$ cat config.mk
export PLATFORM = sky130hd
export DESIGN_NAME = mdu_iterative
export DESIGN_NICKNAME = d
export VERILOG_FILES = /design/src/rtl/mdu_pkg.sv /design/src/rtl/mdu_abs_neg.sv /design/src/rtl/mdu_iterative.sv
export SDC_FILE = /design/constraint.sdc
export NUM_CORES = 1
export LEC_CHECK = 0
export CORE_UTILIZATION = 40
export CTS_CLUSTER_SIZE = 12
export DETAILED_ROUTE_END_ITERATION = 16
export PLACE_DENSITY = 0.68
export SETUP_SLACK_MARGIN = 0.05
export SLEW_MARGIN = 10
export SYNTH_ARGS = -nofsm -noshare
export SYNTH_HDL_FRONTEND = slang
export SYNTH_SLANG_ARGS = --single-unit
$ cat constraint.sdc
create_clock -name clk -period 7.3 [get_ports clk]
set_input_delay 1.825 -clock clk [delete_from_list [all_inputs] [get_ports clk]]
set_output_delay 1.825 -clock clk [all_outputs]
set_load 0.005 [all_outputs]
$ cat src/rtl/mdu_pkg.sv
// Shared definitions for the iterative multiply/divide unit.
package mdu_pkg;

    localparam int unsigned MDU_WIDTH = 32;

    typedef enum logic [1:0] {
        OP_MULTU = 2'b00,
        OP_MULT  = 2'b01,
        OP_DIVU  = 2'b10,
        OP_DIV   = 2'b11
    } mduOp_t;

    typedef enum logic [1:0] {
        IDLE = 2'd0,
        RUN  = 2'd1,
        FIX  = 2'd2
    } mduState_t;

endpackage

$ cat src/rtl/mdu_abs_neg.sv
// Combinational two's-complement conditional negate (magnitude / sign fix).
module mdu_abs_neg #(
    parameter int unsigned WIDTH = 32
) (
    input  logic [WIDTH-1:0] value,
    input  logic             neg,
    output logic [WIDTH-1:0] result_c
);

    // Negate when requested, otherwise pass through.
    always_comb begin
        result_c = neg ? (~value + WIDTH'(1)) : value;
    end

endmodule

$ cat src/rtl/mdu_iterative.sv
// Iterative MULT/MULTU/DIV/DIVU unit holding the architectural HI/LO registers.
module mdu_iterative
    import mdu_pkg::*;
#(
    parameter int unsigned WIDTH = MDU_WIDTH
) (
    input  logic             clk,
    input  logic             rst,
    input  logic             start,
    input  logic [1:0]       op,
    input  logic [WIDTH-1:0] aData,
    input  logic [WIDTH-1:0] bData,
    input  logic             hiWe,
    input  logic             loWe,
    input  logic [WIDTH-1:0] wData,
    output logic             busy,
    output logic             done,
    output logic [WIDTH-1:0] hi,
    output logic [WIDTH-1:0] lo
);

    localparam int unsigned CW = (WIDTH > 1) ? $clog2(WIDTH) : 1;
    localparam int unsigned AW = 2 * WIDTH;

    mduState_t        state, stateNext;
    logic [CW-1:0]    count, countNext;
    // Multiply: {partial product, multiplier}. Divide: {remainder, dividend/quotient}.
    logic [AW-1:0]    acc, accNext;
    // Multiplicand for multiply, divisor for divide (magnitudes for signed ops).
    logic [WIDTH-1:0] opnd, opndNext;
    logic             isDiv, isDivNext;
    logic             signA, signANext;
    logic             signB, signBNext;
    logic             busyNext, doneNext;
    logic [WIDTH-1:0] hiNext, loNext;

    mduOp_t opIn;
    logic   opSigned, opDiv;

    assign opIn     = mduOp_t'(op);
    assign opSigned = (opIn == OP_MULT) || (opIn == OP_DIV);
    assign opDiv    = (opIn == OP_DIVU) || (opIn == OP_DIV);

    logic [WIDTH-1:0] magA, magB, quotFix, remFix;
    logic [AW-1:0]    prodFix;

    mdu_abs_neg #(.WIDTH(WIDTH)) uAbsA (
        .value(aData), .neg(opSigned & aData[WIDTH-1]), .result_c(magA));
    mdu_abs_neg #(.WIDTH(WIDTH)) uAbsB (
        .value(bData), .neg(opSigned & bData[WIDTH-1]), .result_c(magB));
    mdu_abs_neg #(.WIDTH(AW)) uFixProd (
        .value(acc), .neg(signA ^ signB), .result_c(prodFix));
    mdu_abs_neg #(.WIDTH(WIDTH)) uFixQuot (
        .value(acc[WIDTH-1:0]), .neg(signA ^ signB), .result_c(quotFix));
    mdu_abs_neg #(.WIDTH(WIDTH)) uFixRem (
        .value(acc[AW-1:WIDTH]), .neg(signA), .result_c(remFix));

    logic [WIDTH:0] mulSum, divShift, divDiff;

    // One shift-add step and one restoring-divide trial subtraction.
    assign mulSum   = {1'b0, acc[AW-1:WIDTH]} + (acc[0] ? {1'b0, opnd} : '0);
    assign divShift = {acc[AW-1:WIDTH], acc[WIDTH-1]};
    assign divDiff  = divShift - {1'b0, opnd};

    // Next-state, datapath and output logic.
    always_comb begin
        stateNext = state;
        countNext = count;
        accNext   = acc;
        opndNext  = opnd;
        isDivNext = isDiv;
        signANext = signA;
        signBNext = signB;
        hiNext    = hi;
        loNext    = lo;
        doneNext  = 1'b0;
        case (state)
            IDLE: begin
                if (start) begin
                    stateNext = RUN;
                    countNext = '0;
                    isDivNext = opDiv;
                    signANext = opSigned & aData[WIDTH-1];
                    signBNext = opSigned & bData[WIDTH-1];
                    opndNext  = opDiv ? magB : magA;
                    accNext   = {{WIDTH{1'b0}}, (opDiv ? magA : magB)};
                end else begin
                    if (hiWe) hiNext = wData;
                    if (loWe) loNext = wData;
                end
            end
            RUN: begin
                countNext = count + CW'(1);
                if (isDiv) begin
                    accNext = divDiff[WIDTH]
                            ? {divShift[WIDTH-1:0], acc[WIDTH-2:0], 1'b0}
                            : {divDiff[WIDTH-1:0], acc[WIDTH-2:0], 1'b1};
                end else begin
                    accNext = {mulSum, acc[WIDTH-1:1]};
                end
                if (count == CW'(WIDTH - 1)) stateNext = FIX;
            end
            FIX: begin
                stateNext = IDLE;
                doneNext  = 1'b1;
                if (isDiv) begin
                    // Zero divisor: quotient all ones, remainder restores to the raw dividend.
                    loNext = (opnd == '0) ? '1 : quotFix;
                    hiNext = remFix;
                end else begin
                    hiNext = prodFix[AW-1:WIDTH];
                    loNext = prodFix[WIDTH-1:0];
                end
            end
            default: stateNext = IDLE;
        endcase
        busyNext = (stateNext != IDLE);
    end

    // State and datapath registers.
    always_ff @(posedge clk or posedge rst) begin
        if (rst) begin
            state <= IDLE;
            count <= '0;
            acc   <= '0;
            opnd  <= '0;
            isDiv <= 1'b0;
            signA <= 1'b0;
            signB <= 1'b0;
            busy  <= 1'b0;
            done  <= 1'b0;
            hi    <= '0;
            lo    <= '0;
        end else begin
            state <= stateNext;
            count <= countNext;
            acc   <= accNext;
            opnd  <= opndNext;
            isDiv <= isDivNext;
            signA <= signANext;
            signB <= signBNext;
            busy  <= busyNext;
            done  <= doneNext;
            hi    <= hiNext;
            lo    <= loNext;
        end
    end

endmodule
==> After elaboration in Yosys (flattened, before gate mapping) <==
Index checks and enable logic that the tools add are counted.
{ "totals": {"reg_bits": 172, "inputBits": 103, "output_inout_bits": 66, "word_cells": 75} }
{ "op_classes": {"add_sub_neg": 8, "n_eq_ne": 10, "n_mux": 27, "n_bitwise": 8, "n_reduce_logical": 11} }
{ "op_table": {"columns": ["operator", "count"], "rows": [
  ["32-bit two-way mux", 14],
  ["64-bit two-way mux", 4],
  ["32-bit by 1-bit adder with 32-bit output, second input constant", 4],
  ["32-bit inverter", 4],
  ["32-bit case mux with 2 select lines", 2],
  ["64-bit case mux with 2 select lines", 1],
  ["64-bit by 1-bit adder with 64-bit output, second input constant", 1],
  ["64-bit inverter", 1],
  ["32-bit by 32-bit adder with 33-bit output", 1],
  ["33-bit by 32-bit subtractor with 33-bit output", 1],
  ["32-bit logical NOT", 1],
  ["5-bit case mux with 2 select lines", 1],
  ["2-bit != test, second input constant", 4],
  ["2-bit equality test, second input constant", 3],
  ["3-bit AND reduction", 2],
  ["2-bit nonzero test", 3],
  ["5-bit by 1-bit adder with 5-bit output, second input constant", 1],
  ["5-bit equality test, second input constant", 1],
  ["5-bit two-way mux", 1],
  ["2-bit by 1-bit equality test with 1-bit output, second input constant", 2],
  ["2-bit two-way mux", 2],
  ["2-bit case mux with 2 select lines", 1],
  ["2-bit AND reduction", 2],
  ["1-bit AND", 2],
  ["other kinds (4)", 5]
]} }

==> Logic depth before layout (Yosys ltp) <==
Gate-level depths: netlist of run 1.
{ "depth": {"ltp_word": 7, "mapped_depth": 14, "mapped_depth_nobuf": 13} }

==> Hierarchy <==
A second synthesis of run 1 with hierarchy kept.
{ "hier_totals": {"cells_unflattened": 2153, "area_unflattened_um2": 17458.0} }
{ "by_module_without_submodules": {"columns": ["mod", "instances", "cells_each", "area_each_um2", "seq_area_each_um2"], "rows": [
  ["mdu_iterative", 1, 1551, 12700.9, 4304.1],
  ["mdu_abs_neg at uAbsA ...", 4, 99, 777.0, 0.0],
  ["mdu_abs_neg at uFixProd", 1, 206, 1649.1, 0.0]
]} }

==> Worst setup path before layout of run 1 <==
No wires, ideal clock.
{ "synth_timing": {"path_type": "in2reg", "startpoint": "input port bData[11]", "endpoint": "register acc[28]", "setup_time_ns": 0.137, "arrival_ns": 4.082, "required_ns": 7.163, "path_slack_ns": 3.080, "path_stages": 9, "path_buffers": 0, "cell_sequence": "or4_1 or4_1 nor3b_1 nand2_1 o21ai_0 xor2_1 nand2_1 o211ai_1 o211ai_1"} }
{ "synth_between": {"elab_chain_len": 6} }
{ "synth_lines": {"columns": ["element", "line_no", "source"], "rows": [
  ["from (decl)", "mdu_iterative.sv:12", "input logic [WIDTH-1:0] bData,"],
  ["32-bit inverter", "mdu_abs_neg.sv:12", "result_c = neg ? (~value + WIDTH'(1)) : value;"],
  ["32-bit by 1-bit adder with 32-bit output", "mdu_abs_neg.sv:12", null],
  ["32-bit two-way mux", "mdu_abs_neg.sv:12", null],
  ["32-bit two-way mux", "mdu_iterative.sv:86", "accNext = {{WIDTH{1'b0}}, (opDiv ? magA : magB)};"],
  ["64-bit two-way mux", "mdu_iterative.sv:79", "if (start) begin"],
  ["64-bit case mux with 2 select lines", "mdu_iterative.sv:77", "case (state)"],
  ["to (signal assigned)", "mdu_iterative.sv:137", "acc <= accNext;"],
  ["to (decl)", "mdu_iterative.sv:28", "logic [AW-1:0] acc, accNext;"]
]} }
Every way passes these cells. The select of a mux whose other input is x is not followed.
A chain may end at the register's enable or synchronous reset.

==> Worst setup path in the final report of run 1 <==
{ "layout_timing": {"startpoint": "input port bData[9]", "endpoint": "register opnd[26]"} }
{ "layout_between": {"elab_chain_len": 4} }
{ "layout_lines": {"columns": ["element", "line_no", "source"], "rows": [
  ["32-bit inverter", "mdu_abs_neg.sv:12", null],
  ["32-bit by 1-bit adder with 32-bit output", "mdu_abs_neg.sv:12", null],
  ["32-bit two-way mux", "mdu_abs_neg.sv:12", null],
  ["32-bit two-way mux", "mdu_iterative.sv:85", "opndNext = opDiv ? magB : magA;"],
  ["to (signal assigned)", "mdu_iterative.sv:138", "opnd <= opndNext;"],
  ["to (decl)", "mdu_iterative.sv:30", "logic [WIDTH-1:0] opnd, opndNext;"]
]} }
Every way passes these cells.

==> summary.md, run 1 <==
| Metric | Value |
|---|---|
| Status | `completed` |
| Syn nets | `2066` |
| Htree depth | `4` |
| Number of max-cap violations | `0` |
| First drt pass iteration count | `7` |
| Synth top area share | `28.8%` |
| Filler Cell Count | `3558` |
| CTS sink cnt | `172` |
| Syn Inst Count | `1891` |
| First-pass GRT wire length | `81.3 mm` |
| Final ANT Viol Nets | `0` |
| Critical Path End Type | `register` |
| Core area | `36700 um2` |
| Most common cell in the synthesized netlist | `nand2_1` |
| Post-DP HPWL | `40.0 mm` |
| Total power | `8900 uW` |
| R2R Setup Slk | `2570 ps` |
| Min Hold Slack | `501 ps` |
| Routed vias/inst | `6.07` |
| Die W | `195 um` |
| P_leak | `0.00717 uW` |
| Synth-to-layout area growth | `17.0%` |
| Clk root buf | `clkbuf_16` |
| Ys async rst share | `100%` |
| Initial Util | `40.8%` |
| Final Hold Vio Count | `0` |
| Clk_lat worst skew | `450 ps` |
| Sequential area share after synthesis | `28.8%` |
| Distinct cells, synth | `75` |
| Final nets | `2153` |
| Initial DRC count | `1559` |
| Total wire length | `52.8 mm` |
| GRT overflow | `0` |
| CTS-repair resized insts | `0` |
| Largest net degree at the start of global routing | `78` |
| Hold EP | `opnd[17]$_DFFE_PP0P_` |
| Cell type with the largest total area after synthesis | `dfrtp_1` |
| Arrival time worst endpoint | `5170 ps` |
| Crit path launch type | `input port` |
| # setup viols final | `0` |
| WHS Path Cells | `2` |
| Classification of the worst setup path | `input port to register` |
| Number of synthesized flops with an enable pin | `0` |
| Post-Layout Cell Count | `2458` |
| Number of top-level pins | `169` |
| Synthesized area | `15000 um2` |
| PortBufs | `168` |
| Register area | `4310 um2` |
| Total negative setup slack | `0 ps` |
| TritonCTS clock tree | `built` |
| DRC | `0` |
| Number of synthesis warnings | `0` |
| Slew HR | `27.3%` |
| Initial antenna violation count | `0` |
| Reg clk slew, reported paths | `80 ps` |
| Vias in the first global route | `13893` |
| Pwr Density | `508 nW/um2` |
| Fmax | `207 MHz` |
| Clk buf depth | `2` |
| Worst hold start | `opnd[17]$_DFFE_PP0P_` |
| VDD IR max | `0.217 mV` |
| Min-Delay Path Class | `register to register` |
| WP data required | `7650 ps` |
| Rows | `70` |
| R2R depth | `12` |
| Top_reg_cell synth | `dfrtp_1` |
| GRT Overall Usage | `27.3%` |
| CTS buffer count | `17` |
| Vias | `14909` |
| Reg2reg start | `acc[32]$_DFFE_PP0P_` |
| RSZ-0062 raised after global routing | `no` |
| Seq cells post-synth | `172` |
| CP max FO | `7` |
| Actual slew at the worst max-slew pin | `1080 ps` |
| Synth area leaders | `dfrtp_1 29%, mux2i_1 7.0%, o21ai_0 6.8%` |
| Gp weighted congestion | `0.965` |
| Post-CTS Hold Fix Bufs | `0` |
| Post-Place Cells | `2427` |
| FF-to-FF End | `acc[32]$_DFFE_PP0P_` |
| Area of the multi-input gates | `9950 um2` |
| Top post-synthesis cells by count | `208 x nand2_1, 203 x o21ai_0, 172 x dfrtp_1` |
| Routed len/inst | `21.5 um` |
| Ant diodes | `0` |
| Period minus WS final | `4820 ps` |
| Mapped Avg Cell Area | `7.91 um2` |
| Period utilization | `66.1%` |
| Share of cells above drive strength 1 | `4.22%` |
| Setup Buffers After CTS | `0` |
| Fin. max-slew vios | `0` |
| Die Y | `195 um` |
| Die ar. | `38200 um2` |
| Worst Clk Skew | `16.6 ps` |
## how the worst max path moves through the flow
stage	start	endpoint	slack, ps	cells past startpoint
final	bData[9]	opnd[26]$_DFFE_PP0P_	2480	9
after global routing	bData[9]	acc[26]$_DFFE_PP0P_	2300	9
after CTS	bData[9]	opnd[26]$_DFFE_PP0P_	2510	9
after detailed placement	bData[9]	opnd[26]$_DFFE_PP0P_	2040	9
after global placement	bData[11]	acc[28]$_DFFE_PP0P_	2150	10
after floorplan	rst	acc[0]$_DFFE_PP0P_	810	1
## sequential cells by signal, summed over array words and instances, names as in the netlist, 2 cells and up
name and count:
acc 64, hi 32, state 2, lo 32, opnd 32, count 5
## placed cells by master (no fill, tap or decap), types with 14 or more instances in the layout
| cell type | n |
|---|---|
| o211ai_1 | 25 |
| a22oi_1 | 47 |
| a21o_1 | 22 |
| o21bai_1 | 14 |
| clkbuf_16 | 17 |
| dfrtp_1 | 171 |
| nor4_1 | 24 |
| and3_1 | 16 |
| inv_1 | 68 |
| ha_1 | 70 |
| a211oi_1 | 18 |
| mux2i_1 | 105 |
| a21oi_1 | 147 |
| nor3_1 | 37 |
| nand2_1 | 208 |
| o31ai_1 | 22 |
| nand2b_1 | 18 |
| nor2_1 | 158 |
| o21ai_0 | 203 |
| a31oi_1 | 32 |
| clkdlybuf4s50_1 | 167 |
| xnor2_1 | 91 |
| xor2_1 | 79 |
| buf_4 | 17 |
## stage by stage
stage	setup slack, ps	instance area [um2]	utilization [%]
2_1_floorplan	815	15000	-
3_3_place_gp	2150	16900	46.1
3_5_place_dp	2040	16900	46.1
4_1_cts	2510	17500	47.7
5_1_grt	2300	17500	47.7
6_report	2480	17500	47.7
## metal layers
metal	track usage (%)	vias up	wire (um)
li1	-	6985	-
met1	39.7	7094	24100
met2	40.7	731	22900
met3	4.21	97	4270
met4	9.62	2	1560
met5	0	-	40
## power by group
group	internal (uW)	leakage [uW]	total (uW)	switching (uW)
clock	489	0.000288	947	458
combinational	2480	0.00489	5810	3330
sequential	1420	0.00200	2140	722
## cells by family after synthesis
group           count (synthesis)  synth area share (%)
compound gates                603                  24.6
simple gates                  573                  18.1
buf+inv                       188                  4.83
flops                         172                  28.8
xor+xnor                      170                  9.95
mux                           113                  7.63
fa+ha+maj                      72                  6.12
## area by class of cell
cell class	instances	area share [%]
Clock inverter	14	0.958
Timing Repair Buffer	185	10.3
Tap cell	468	3.34
Clock buffer	17	2.43
Inverter	71	1.55
Multi-Input combinational cell	1531	56.8
Sequential cell	172	24.6
## worst max-delay path, stage by stage
cell and delay [ps]:
clkdlybuf4s50_1 480, or4_1 600, or4_1 510, nor3b_1 820, a21oi_1 230, a21oi_1 230, xnor2_1 170, mux2i_1 100
o21ai_0 210
(Power assumes the default switching activity.)
==> inputs of run 2 (changes only) <==
clock period = 4.91 ns   (was 7.3 ns; I/O delays follow)
==> summary.md, run 2 (synthesized netlist as in run 1, its figures left out) <==
| Metric | Value |
|---|---|
| Status | `completed` |
| Period minus WS final | `3970 ps` |
| Initial Util | `40.8%` |
| Post-DP HPWL | `40.0 mm` |
| P_leak | `0.00726 uW` |
| Final nets | `2170` |
| Crit path launch type | `register` |
| CTS sink cnt | `172` |
| Number of top-level pins | `169` |
| First element of the critical path | `acc[0]$_DFFE_PP0P_` |
| Initial DRC count | `1499` |
| Clk_lat worst skew | `460 ps` |
| WP data required | `5210 ps` |
| Post-CTS Hold Fix Bufs | `0` |
| First-pass GRT wire length | `79.9 mm` |
| Reg clk slew, reported paths | `70 ps` |
| DRC | `0` |
| Reg2reg start | `acc[0]$_DFFE_PP0P_` |
| Vias in the first global route | `13646` |
| Final core occ | `48.1%` |
| Routed vias/inst | `5.96` |
| Setup Buffers After CTS | `0` |
| Worst Clk Skew | `17.4 ps` |
| Ant diodes | `0` |
| Min-Delay Path Class | `register to register` |
| Total negative setup slack | `0 ps` |
| RSZ-0062 raised after global routing | `no` |
| Vias | `14749` |
| Most common cell after layout, fill and taps aside | `nand2_1` |
| Actual slew at the worst max-slew pin | `1060 ps` |
| Die W | `195 um` |
| Initial antenna violation count | `1` |
| Gp weighted congestion | `0.976` |
| Share of cells above drive strength 1 | `5.03%` |
| TritonCTS clock tree | `built` |
| Rows | `70` |
| Total wire length | `52.4 mm` |
| PortBufs | `168` |
| Worst hold start | `opnd[18]$_DFFE_PP0P_` |
| CTS-repair resized insts | `0` |
| Clk root buf | `clkbuf_16` |
| Die ar. | `38200 um2` |
| Core area | `36700 um2` |
| Final ANT Viol Nets | `0` |
| Most frequent cells in the layout | `208 x nand2_1, 203 x o21ai_0, 171 x dfrtp_1` |
| VDD IR max | `0.413 mV` |
| Clk buf depth | `2` |
| Number of max-cap violations | `0` |
| Critical Path End Type | `register` |
| Pwr Density | `746 nW/um2` |
| Period utilization | `80.9%` |
| First drt pass iteration count | `6` |
| Largest net degree at the start of global routing | `85` |
| Synth-to-layout area growth | `17.9%` |
| Classification of the worst setup path | `register to register` |
| GRT Overall Usage | `27.1%` |
| Htree depth | `4` |
| Fmax | `252 MHz` |
| Final Hold Vio Count | `0` |
| Fin. max-slew vios | `0` |
| GRT overflow | `0` |
| CTS buffer count | `17` |
| CP max FO | `31` |
| Max reg flops | `64` |
| Slew HR | `29.0%` |
| Routed len/inst | `21.2 um` |
| Die Y | `195 um` |
| # setup viols final | `0` |
| Arrival time worst endpoint | `4270 ps` |
| Reg with most FFs | `acc` |
## run 2: critical path: stages, from the launching register on
cell	delay [ps]
dfrtp_1	480
inv_1	120
buf_4	350
nor2_1	80
ha_1	380
a2111oi_0	390
o21ai_0	270
a211oi_1	370
o31a_1	410
o31a_1	330
nor4b_1	80
o31a_1	300
a31oi_1	130
o21ai_0	80
## run 2: path summary, 6_finish.rpt
check / end / slack, ps / cells after the start
worst max-delay path: acc[58]$_DFFE_PP0P_ / 940 / 13
worst min-delay path: opnd[18]$_DFFE_PP0P_ / 500 / 1
worst max register to register: acc[58]$_DFFE_PP0P_ / 940 / 13
worst min register to register: opnd[18]$_DFFE_PP0P_ / 500 / 1
max in group asynchronous: acc[18]$_DFFE_PP0P_ / 2790 / 3
min in group asynchronous: acc[47]$_DFFE_PP0P_ / 1220 / 2
## run 2: area by class of cell
| type | instances | area [um2] |
|---|---|---|
| clock buffers | 20 | 457 |
| clock inverters | 12 | 121 |
| fillers | 3517 | 19100 |
| inverters | 71 | 270 |
| multi-input cells | 1531 | 9940 |
| flip-flops and latches | 172 | 4310 |
| well taps | 468 | 586 |
| repair buffers | 202 | 1960 |
## run 2: metrics by stage
stage          hold slack, ps  instances  setup slack (ps)  total power (uW)  area, um2
3_3_place_gp              466       2444               655             11400      17100
6_report                  499       2476               940             13200      17600
4_1_cts                   498       2476               997             13000      17600
2_1_floorplan             450       1891              1200              8890      15000
3_5_place_dp              482       2444               641             11600      17100
5_1_grt                   528       2476               754             14100      17600
## run 2: power breakdown
part           switching [uW]  total (uW)  internal [uW]
clock network             691        1390            702
registers                 868        2980           2110
logic                    5030        8790           3750
## run 2: per-layer routing
layer	vias up	wire length, um	global-route usage [%]
met5	-	13	0
met4	2	1560	9.51
met3	73	4130	4.35
met2	659	22700	40.8
met1	7013	24000	39.0
li1	7002	-	-
